## config.mk

```make
export PLATFORM = sky130hd
export DESIGN_NAME = multi_trig_send_arbiter
export DESIGN_NICKNAME = d
export VERILOG_FILES = /design/src/rtl/multi_trig_send_arbiter.sv
export SDC_FILE = /design/constraint.sdc
export NUM_CORES = 1
export LEC_CHECK = 0
export CAP_MARGIN = 20
export CORE_ASPECT_RATIO = 0.5
export CORE_UTILIZATION = 25
export CTS_BUF_LIST = sky130_fd_sc_hd__clkbuf_8
export CTS_CLUSTER_DIAMETER = 60
export DETAILED_ROUTE_END_ITERATION = 8
export GPL_TIMING_DRIVEN = 0
export PLACE_DENSITY = 0.54
export SKIP_LAST_GASP = 1
export SLEW_MARGIN = 20
export SYNTH_ARGS = -nofsm -noshare
export SYNTH_HDL_FRONTEND = slang
export SYNTH_SLANG_ARGS = --single-unit
```

## constraint.sdc

```tcl
create_clock -name clkIN -period 1.4 [get_ports clkIN]
set_input_delay 0.28 -clock clkIN [delete_from_list [all_inputs] [get_ports clkIN]]
set_output_delay 0.28 -clock clkIN [all_outputs]
set_load 0.005 [all_outputs]
```

## src/rtl/multi_trig_send_arbiter.sv

```systemverilog
`timescale 1ns/1ps
// ---------------------------------------------------------------------------
// multi_trig_send_arbiter
// Collects rising edges from up to CHANNELS trigger inputs as pending requests
// and hands them, one at a time, to a single UART transmitter through a
// send/nBusy handshake. A send that is never acknowledged by the TX going
// busy can be abandoned after TIMEOUT_CYCLES. A second edge on a channel that
// is already pending is reported as an overrun.
//
// Ports
//   clkIN       in   1         clock, all logic on the rising edge
//   resetIN     in   1         asynchronous active-high reset
//   trigIN      in   CHANNELS  per-channel trigger level
//   nBusyIN     in   1         TX status, 1 = idle, 0 = transmitting
//   sendOUT     out  1         send strobe to the TX, held until TX goes busy
//   chanOUT     out  CW        index of the most recently granted channel
//   pendingOUT  out  CHANNELS  latched requests not yet granted
//   timeoutOUT  out  1         one-cycle pulse when a send is abandoned
//   overrunOUT  out  1         one-cycle pulse when an edge hits a pending channel
// ---------------------------------------------------------------------------
module multi_trig_send_arbiter #(
    parameter int CHANNELS       = 4,
    parameter int PRIORITY_MODE  = 0,
    parameter int TIMEOUT_CYCLES = 1023,
    localparam int CW            = (CHANNELS > 1) ? $clog2(CHANNELS) : 1
) (
    input  logic                clkIN,
    input  logic                resetIN,
    input  logic [CHANNELS-1:0] trigIN,
    input  logic                nBusyIN,
    output logic                sendOUT,
    output logic [CW-1:0]       chanOUT,
    output logic [CHANNELS-1:0] pendingOUT,
    output logic                timeoutOUT,
    output logic                overrunOUT
);

    // A zero timeout still needs a legal one-bit counter.
    localparam int CNTW = (TIMEOUT_CYCLES > 0) ? $clog2(TIMEOUT_CYCLES + 1) : 1;

    typedef enum logic [1:0] {
        ST_IDLE = 2'd0,
        ST_SEND = 2'd1,
        ST_HOLD = 2'd2
    } state_t;

    state_t              state_r;
    state_t              state_s;
    logic [CHANNELS-1:0] prev_r;
    logic [CHANNELS-1:0] pending_r;
    logic [CHANNELS-1:0] pending_s;
    logic [CW-1:0]       ptr_r;
    logic [CW-1:0]       ptr_s;
    logic [CNTW-1:0]     cnt_r;
    logic [CNTW-1:0]     cnt_s;
    logic                send_r;
    logic                send_s;
    logic [CW-1:0]       chan_r;
    logic [CW-1:0]       chan_s;
    logic                timeout_r;
    logic                timeout_s;
    logic                overrun_r;
    logic                overrun_s;

    logic [CHANNELS-1:0] rise_s;
    logic [CHANNELS-1:0] grant_mask_s;
    logic [CHANNELS-1:0] take_mask_s;
    logic [CW-1:0]       grant_idx_s;
    logic                grant_found_s;
    logic                take_s;

    assign sendOUT    = send_r;
    assign chanOUT    = chan_r;
    assign pendingOUT = pending_r;
    assign timeoutOUT = timeout_r;
    assign overrunOUT = overrun_r;

    // Arbiter: the first pass only considers channels at or above the round-robin
    // pointer, the second pass wraps around to the rest; fixed mode ignores the pointer.
    always_comb begin
        grant_found_s = 1'b0;
        grant_idx_s   = '0;
        grant_mask_s  = '0;
        for (int p = 0; p < 2; p++) begin
            for (int i = 0; i < CHANNELS; i++) begin
                if (!grant_found_s && pending_r[i] &&
                    ((p == 1) || (PRIORITY_MODE != 0) || (i >= int'(ptr_r)))) begin
                    grant_found_s   = 1'b1;
                    grant_idx_s     = CW'(i);
                    grant_mask_s    = '0;
                    grant_mask_s[i] = 1'b1;
                end else begin
                    grant_found_s = grant_found_s;
                end
            end
        end
    end

    // Next-state and next-output logic for the handshake FSM.
    always_comb begin
        state_s   = state_r;
        send_s    = send_r;
        chan_s    = chan_r;
        cnt_s     = cnt_r;
        ptr_s     = ptr_r;
        timeout_s = 1'b0;
        take_s    = 1'b0;
        case (state_r)
            ST_IDLE: begin
                if (grant_found_s && nBusyIN) begin
                    take_s  = 1'b1;
                    chan_s  = grant_idx_s;
                    send_s  = 1'b1;
                    cnt_s   = '0;
                    state_s = ST_SEND;
                    if (grant_idx_s == CW'(CHANNELS - 1)) begin
                        ptr_s = '0;
                    end else begin
                        ptr_s = grant_idx_s + CW'(1);
                    end
                end else begin
                    state_s = ST_IDLE;
                end
            end
            ST_SEND: begin
                cnt_s = cnt_r + CNTW'(1);
                // TX going busy takes precedence over an expiring timeout.
                if (!nBusyIN) begin
                    send_s  = 1'b0;
                    state_s = ST_HOLD;
                end else if ((TIMEOUT_CYCLES != 0) && (cnt_r == CNTW'(TIMEOUT_CYCLES - 1))) begin
                    send_s    = 1'b0;
                    timeout_s = 1'b1;
                    state_s   = ST_IDLE;
                end else begin
                    state_s = ST_SEND;
                end
            end
            ST_HOLD: begin
                send_s = 1'b0;
                if (nBusyIN) begin
                    state_s = ST_IDLE;
                end else begin
                    state_s = ST_HOLD;
                end
            end
            default: begin
                send_s  = 1'b0;
                state_s = ST_IDLE;
            end
        endcase
    end

    // Request bookkeeping: a fresh edge on the channel being granted re-arms it
    // without counting as an overrun.
    always_comb begin
        rise_s      = trigIN & ~prev_r;
        take_mask_s = take_s ? grant_mask_s : {CHANNELS{1'b0}};
        pending_s   = (pending_r & ~take_mask_s) | rise_s;
        overrun_s   = |(rise_s & pending_r & ~take_mask_s);
    end

    // FSM state register.
    always_ff @(posedge clkIN or posedge resetIN) begin
        if (resetIN) begin
            state_r <= ST_IDLE;
        end else begin
            state_r <= state_s;
        end
    end

    // Datapath and registered outputs.
    always_ff @(posedge clkIN or posedge resetIN) begin
        if (resetIN) begin
            prev_r    <= '0;
            pending_r <= '0;
            ptr_r     <= '0;
            cnt_r     <= '0;
            send_r    <= 1'b0;
            chan_r    <= '0;
            timeout_r <= 1'b0;
            overrun_r <= 1'b0;
        end else begin
            prev_r    <= trigIN;
            pending_r <= pending_s;
            ptr_r     <= ptr_s;
            cnt_r     <= cnt_s;
            send_r    <= send_s;
            chan_r    <= chan_s;
            timeout_r <= timeout_s;
            overrun_r <= overrun_s;
        end
    end

endmodule

```

* Word level (Yosys, flattened, before mapping)
Cells that the tools add are included.
Widths: inputs -> output; s select.
** Cells by class
- Reduce and logical (&&, ||, !) cells :: 24
- Multipliers :: 0
- Muxes and demuxes :: 41
- Bitwise gates (word level) :: 7
- Equality and inequality tests :: 6
- Divide/modulo/power cells :: 0
- Magnitude comparators :: 3
- Add/sub/neg operators :: 2
- Shift operators :: 0
** Operators with widths (count)
- $mux 4 :: 6
- $mux 1 :: 20
- $mux 2 :: 10
- $pmux 10 s2 :: 1
- $and 4x4->4 :: 4
- $logic_and 1x1->1 :: 11
- $add 10x1->10 const B :: 1
- $eq 10x10->1 const B :: 1
- $mux 10 :: 1
- $not 4->4 :: 2
- $logic_not 1->1 :: 7
- $pmux 2 s3 :: 1
- $reduce_and 2->1 :: 3
- $eq 2x2->1 const B :: 2
- $ge 1x2->1 const A :: 2
- $or 4x4->4 :: 1
- $reduce_or 4->1 :: 1
- $mux 3 :: 1
- $ne 3x3->1 const B :: 1
- $add 2x1->2 const B :: 1
- $eq 2x1->1 const B :: 1
- $ge 2x2->1 const A :: 1
- $logic_not 2->1 :: 1
- $ne 2x2->1 const B :: 1
- other kinds (2) :: 2
** Storage, ports and cells
- Flip-flop bits (word level) :: 27
- Bits in latches :: 0
- Memories kept :: 0
- ROM bits :: 0
- Output and inout bits :: 9
- Memory bits (writable) :: 0

* Depth between registers and ports, before layout
Gate-level depths: netlist of the first run.
- Word-level depth :: 33
- Depth in mapped cells :: 7
- Gate-level depth less buffers :: 7

* Least setup slack after synthesis of the first run
No wires, ideal clock.
- Kind :: register to register
- Start :: register state_r[0]
- End :: register chan_r[0] (netlist: chanOUT[0])
- Clock period less this slack :: 1.412 ns
- Path slack :: -0.012 ns
- Data required time :: 1.281 ns
- Setup time :: 0.119 ns
- Cell stages (with the launch flop) :: 6
- Arrival time :: 1.293 ns
- Cell sequence :: dfrtp_1 > nor3b_4 > a21boi_4 > o21ai_2 > nand2b_4 > o21a_1
** Between the ends
- Longest elaborated chain between the ends :: 2
** RTL lines
- from (decl) :: RTL line 47 : state_t state_r;
- from (signal assigned) :: RTL line 168 : state_r <= state_s;
- $logic_not 2->1 :: RTL line 108 : case (state_r)
- $reduce_and 2->1 (no source line)
- to (signal assigned) :: RTL line 189 : chan_r <= chan_s;
- to (decl) :: RTL line 58 : logic [CW-1:0] chan_r;
Every way passes these cells.
A chain may end at the register's enable or synchronous reset.

* Worst setup path in the final report of the first run
Ends and elaborated chain as after synthesis.

==> results.toml, run 1 <==
[place]
place.gp.congestion = 0.780
dp.cells = 225
port_buffers = 15
pre_cts_slack_ps = -620
placed_cell_area_sq_mm = 0.00158
dp_hpwl_um = 1910

[timing]
period_needed_ps = 1410
setup_ws_ps = -6.82
tightest_slew_ps = 578
maxSlewHeadroom = 0.614
finalClockSkew_ps = 7.27
maxClockFrequency_ghz = 0.711
period_share = 1.00
rsz0062_at_grt = "yes"
finalSetupViolations = 4
slew_violations = 0
final_hold_viol_count = 0

[routing]
viasPerCell = 4.70
drt_iter0_markers = 36
first_pass_iters = 4
totalWireLength_um = 3010
num_vias = 1152
routedWlPerCell_um = 12.3
ant_nets = 0
drc_errors = 0

[grt]
globalRouteTotalUtil = 0.110
grt_max_degree = 28
antenna_found_initial = 0
grt.overflow.total = 0
grt_pass1_wl_um = 4970
grt_pass1_vias = 1091

[logic_synthesis]
syn-num-nets = 149
syn_area_per_cell_sq_um = 9.56
yosysWarnings = 0
yosysSeqAreaShare = 0.505
synth_area_sq_mm = 0.00134
synth_seq_cells = 27
synthDistinctLibCells = 38
synthCells = 140

[worst_setup_path]
required_ps = 1570
crit_start = "state_r[0]"
crit_buf_inv = 0
critPathLaunchType = "flop"
crit_family = "compound AO/OA/AOI/OAI gates"
crit_slowest_cell = "dfrtp_1"
r2r_start = "state_r[0]"
arrival_ps = 1580
crit_path_cell_trace = "nor3b_4 -> a21boi_4 -> o21ai_2 -> nand2b_4 -> o21a_1"
end_kind = "flop"
path_class = "reg2reg"
crit_fanout = 5
slowest_delay_ps = 450

[floorplan]
die_h_um = 53.7
die_area_sq_mm = 0.00567
initial_core_util = 0.265
rows = 18
io_pins = 16
die_w_um = 105
core_sq_mm = 0.00504

[power_and_ir_drop]
leakage_nw = 0.806
p_seq_frac = 0.342
power.internal_mw = 2.06
p_sw_frac = 0.411
peakVddDrop_uv = 492
p_sw_mw = 1.44
power_frac_clock = 0.127
power_density_mw_per_mm2 = 1890
p_total_mw = 3.50
comb_power_share = 0.531

[layout]
stdcell_area_sq_mm = 0.00185
drive_gt1_frac = 0.297
antenna_cells = 0
post-route-util = 0.366
area.growth.synth_to_final_pct = 37.9
nets = 185
stdcell_count = 245

[clock_tree]
htree_levels = 1
clock_latency_ps = 280
numClockSinks = 27
numCtsBuffers = 3
root_buffer = "clkbuf_8"
cts_tree = "done"
cts_hold_buf = 0
clk_pin_slew_ps = 90
cts_buffer_depth = 2

[status]
status = "finished with violations"
violations = "negative setup slack"

[hold_path]
hp-class = "in2reg"
min_from = "nBusyIN"

[flow_run]
cap_violations = 0
## timing repair
item | 4_1_cts | 5_1_grt
setup buffers | 9 | 7
gates resized for setup | 16 | 28
pin swaps | 3 | 7
endpoints found under the setup margin | 24 | 18
## area by class of cell
cell class	count	area [sq um]
fill	524	3200
multi-input combinational	100	704
sequential	27	682
timing repair buffer	31	265
tap	70	87.6
clock buffer	3	41.3
buffer	5	32.5
inverter	8	30.0
clock inverter	1	3.75
## through the flow
step	TNS, ps	hold WS [ps]
2_1_floorplan	-14.8	311
3_3_place_gp	-13700	473
3_5_place_dp	-13420	483
4_1_cts	-149	359
5_1_grt	-823	395
6_report	-12.6	368
## layer usage
| layer | routed length, um | GRT usage | up-vias |
|---|---|---|---|
| met2 | 1450 | 0.196 | 11 |
| met5 | 0 | 0 | - |
| met4 | 53 | 0.0231 | 0 |
| met1 | 1420 | 0.139 | 565 |
| li1 | - | - | 570 |
| met3 | 84 | 0.0278 | 6 |
## cell usage in the layout (no fill, tap or decap), drive strengths merged
cell,Yosys,routed
nand3b,1,1
ha,2,2
nor4,1,1
o22ai,2,2
a21boi,1,1
nor3b,1,1
nand2b,8,8
nand4,3,3
o31ai,2,2
nor3,1,1
nand2,16,16
xnor2,1,1
and3,1,1
nor2b,1,1
inv,8,9
o41ai,3,3
o21a,1,1
nor2,10,10
dfrtp,27,27
a31oi,2,2
buf,3,19
or3,1,1
clkbuf,2,5
o22a,1,1
o211ai,2,2
a21oi,8,8
a2bb2oi,1,1
o2bb2ai,1,1
dlygate4sd2,0,8
clkdlybuf4s50,0,5
o221ai,1,1
dlymetal6s2s,0,2
a21o,3,3
nand3,2,2
o21ai,23,23
## state kept, by name, summed over array words and instances, names as in the netlist
register,flops
timeoutOUT,1
prev_r,4
ptr_r,2
chanOUT,2
cnt_r,10
state_r,2
sendOUT,1
pendingOUT,4
overrunOUT,1
## cells in the mapped netlist (all sizes together)
master   instances  area [sq um]
nand2b           8          57.6
o21ai           23           119
o22ai            2          12.5
nor2b            1          6.26
nor2            10          42.5
o31ai            2          15.0
a21boi           1          18.8
a21o             3          22.5
nor3b            1          18.8
nand3            2          10.0
nand2           16          60.1
nand4            3          18.8
or3              1          6.26
o211ai           2          15.0
a2bb2oi          1          8.76
o221ai           1          8.76
and3             1          6.26
inv              8          30.0
nand3b           1          7.51
clkbuf           2          7.51
o21a             1          7.51
o22a             1          8.76
xnor2            1          8.76
a31oi            2          12.5
nor3             1          5.00
buf              3          15.0
nor4             1          6.26
o2bb2ai          1          8.76
ha               2          25.0
o41ai            3          33.8
dfrtp           27           676
a21oi            8          40.0
## final timing paths
check | to | slack [ps] | cells past startpoint
worst max-delay path | chanOUT[0] | -7 | 5
worst min-delay path | state_r[1] | 370 | 2
worst max register to register | chanOUT[0] | -7 | 5
worst min register to register | cnt_r[6] | 500 | 1
max in group asynchronous | cnt_r[1] | 600 | 2
min in group asynchronous | overrunOUT | 380 | 2
## power by group through the flow
| stage | Sequential, mW | Combinational [mW] | Clock [mW] |
|---|---|---|---|
| after global routing | 1.24 | 2.03 | 0.500 |
| final | 1.20 | 1.86 | 0.444 |
| after floorplan | 1.21 | 0.934 | 0 |
| after detailed placement | 1.25 | 1.37 | 0 |
| after CTS | 1.18 | 1.54 | 0.467 |
| after global placement | 1.25 | 1.37 | 0 |
## worst reg2reg max path: cells and delay by family, from the launching register on
family / cells / cell delay, ps
simple gates: 2 / 360
compound gates: 3 / 500
flops: 1 / 450
## cell families (layout without fill, tap and decap cells)
group	count (synthesis)	in the layout	synth area share
AOI/OAI and AO/OA	51	51	0.248
xor gates and xnor gates	1	1	0.00654
buffers and inverters	13	48	0.0393
DFF	27	27	0.505
and+or+nand+nor	46	46	0.183
adders and majority gates	2	2	0.0187
Power figures use the tool's default switching activity.
==> run 2, diff against run 1 <==
--- a/config.mk
+++ b/config.mk
@@ -5,14 +5,15 @@
 export SDC_FILE = /design/constraint.sdc
 export NUM_CORES = 1
 export LEC_CHECK = 0
-export CAP_MARGIN = 20
+export CAP_MARGIN = 5
 export CORE_ASPECT_RATIO = 0.5
 export CORE_UTILIZATION = 25
 export CTS_BUF_LIST = sky130_fd_sc_hd__clkbuf_8
 export CTS_CLUSTER_DIAMETER = 60
 export DETAILED_ROUTE_END_ITERATION = 8
+export DONT_BUFFER_PORTS = 1
 export GPL_TIMING_DRIVEN = 0
-export PLACE_DENSITY = 0.54
+export PLACE_DENSITY = 0.5
 export SKIP_LAST_GASP = 1
 export SLEW_MARGIN = 20
 export SYNTH_ARGS = -nofsm -noshare
==> results.toml, run 2 (same netlist as run 1, synthesis figures left out) <==
[status]
status = "finished with violations"
violations = "negative setup slack"

[floorplan]
io_pins = 16
rows = 18
die_h_um = 53.7
core_sq_mm = 0.00504
die_w_um = 105
die_area_sq_mm = 0.00567
initial_core_util = 0.265

[routing]
first_pass_iters = 4
wl_met2_um = 1310
routedWlPerCell_um = 12.6
drc_errors = 0
num_vias = 1037
ant_nets = 0
wl_met1_um = 1370
drt_iter0_markers = 55
met3_length_um = 83
totalWireLength_um = 2800
maxUsedRoutingLayer = "met4"
viasPerCell = 4.67

[power_and_ir_drop]
leakage_nw = 0.657
peakVddDrop_uv = 469
p_total_mw = 3.11
power_density_mw_per_mm2 = 1920

[layout]
multi_input_area_sq_um = 678
nFillCells = 522
nets = 162
area.growth.synth_to_final_pct = 20.7
largest_register = "cnt_r"
stdcell_area_sq_mm = 0.00162
post-route-util = 0.320
final_cell_mix = "22 x dfrtp_1, 16 x nand2_1, 16 x o21ai_1"
drive_gt1_frac = 0.243
regArea_sq_um = 682
final_common_cell = "dfrtp_1"
antenna_cells = 0
largest_reg_flops = 10
stdcell_count = 222

[worst_setup_path]
crit_path_cell_trace = "nor3b_4 -> a21boi_4 -> buf_6 -> o21ai_1 -> nand2_1 -> o41ai_1"
required_ps = 1560
slowest_delay_ps = 450
reg2reg_slack_ps = -60
arrival_ps = 1620
crit_slowest_cell = "dfrtp_2"
critPathLaunchType = "flop"
end_kind = "flop"
crit_fanout = 5
path_class = "reg2reg"

[place]
dp.cells = 210
place.gp.congestion = 0.755
placed_cell_area_sq_mm = 0.00143
dp_hpwl_um = 1910
pre_cts_slack_ps = -266
port_buffers = 0

[clock_tree]
clk_pin_slew_ps = 90
clock_latency_ps = 280
cts_tree = "done"
numClockSinks = 27
cts_buffer_depth = 2
htree_levels = 1
numCtsBuffers = 3
root_buffer = "clkbuf_8"

[timing]
period_share = 1.04
setup_ws_ps = -61.8
maxSlewHeadroom = 0.623
tightest_slew_ps = 565
whs_ps = 22.3
finalClockSkew_ps = 7.76
final_hold_viol_count = 0
rsz0062_at_grt = "yes"
fin_setup_tns_ps = -315
slew_violations = 0
maxClockFrequency_ghz = 0.684
finalSetupViolations = 10
period_needed_ps = 1460

[grt]
antenna_found_initial = 0
globalRouteTotalUtil = 0.106
grt_pass1_wl_um = 4660
grt.overflow.total = 0
grt_max_degree = 28
grt_pass1_vias = 973

[flow_run]
cap_violations = 0

[hold_path]
hp-class = "in2reg"
[run 2: worst max-delay path: cells and delay by family, from the launching register on]
family | cells | cell delay [ps]
AOI/OAI and AO/OA | 3 | 420
buffers and inverters | 1 | 150
DFF | 1 | 450
and+or+nand+nor | 2 | 330
[run 2: layout make-up]
| class | count | share of cell area |
|---|---|---|
| clock buffers | 3 | 0.0256 |
| repair buffers | 8 | 0.0411 |
| inverters | 8 | 0.0186 |
| clock inverters | 1 | 0.00232 |
| flip-flops and latches | 27 | 0.422 |
| multi-input cells | 100 | 0.420 |
| plain buffers | 5 | 0.0163 |
| well taps | 70 | 0.0542 |
[run 2: path summary, 6_finish.rpt]
path | to | depth (start not counted) | from
max | cnt_r[5] | 6 | state_r[0]
min | prev_r[3] | 0 | trigIN[3]
max reg2reg | cnt_r[5] | 6 | state_r[0]
min reg2reg | cnt_r[9] | 1 | cnt_r[9]
max in group asynchronous | state_r[0] | 2 | resetIN
min in group asynchronous | overrunOUT | 2 | resetIN
[run 2: repair_timing]
item	in CTS	in global routing
endpoints found under the setup margin	17	19
hold buffers	0	1
setup buffers	6	1
endpoints found under the hold margin	0	27
pin swaps	9	7
gates resized for setup	9	12
[run 2: layer usage]
layer  vias to the layer above  GRT usage
met1                       501      0.126
met5                         -          0
met2                         9      0.193
met4                         0     0.0417
li1                        523          -
met3                         4     0.0254
[run 2: power breakdown]
group          leakage, nW  switching (mW)  total, mW  internal [mW]
combinational        0.301           0.759       1.35          0.595
clock               0.0269           0.244      0.441          0.197
sequential           0.329           0.308       1.31           1.00
total                0.657            1.31       3.11           1.79
==> run 3, diff against run 2 <==
--- a/config.mk
+++ b/config.mk
@@ -9,7 +9,7 @@
 export CORE_ASPECT_RATIO = 0.5
 export CORE_UTILIZATION = 25
 export CTS_BUF_LIST = sky130_fd_sc_hd__clkbuf_8
-export CTS_CLUSTER_DIAMETER = 60
+export CTS_CLUSTER_DIAMETER = 200
 export DETAILED_ROUTE_END_ITERATION = 8
 export DONT_BUFFER_PORTS = 1
 export GPL_TIMING_DRIVEN = 0
==> results of run 3 <==
No change in the layout: final DEF, timing and power equal those of run 2.
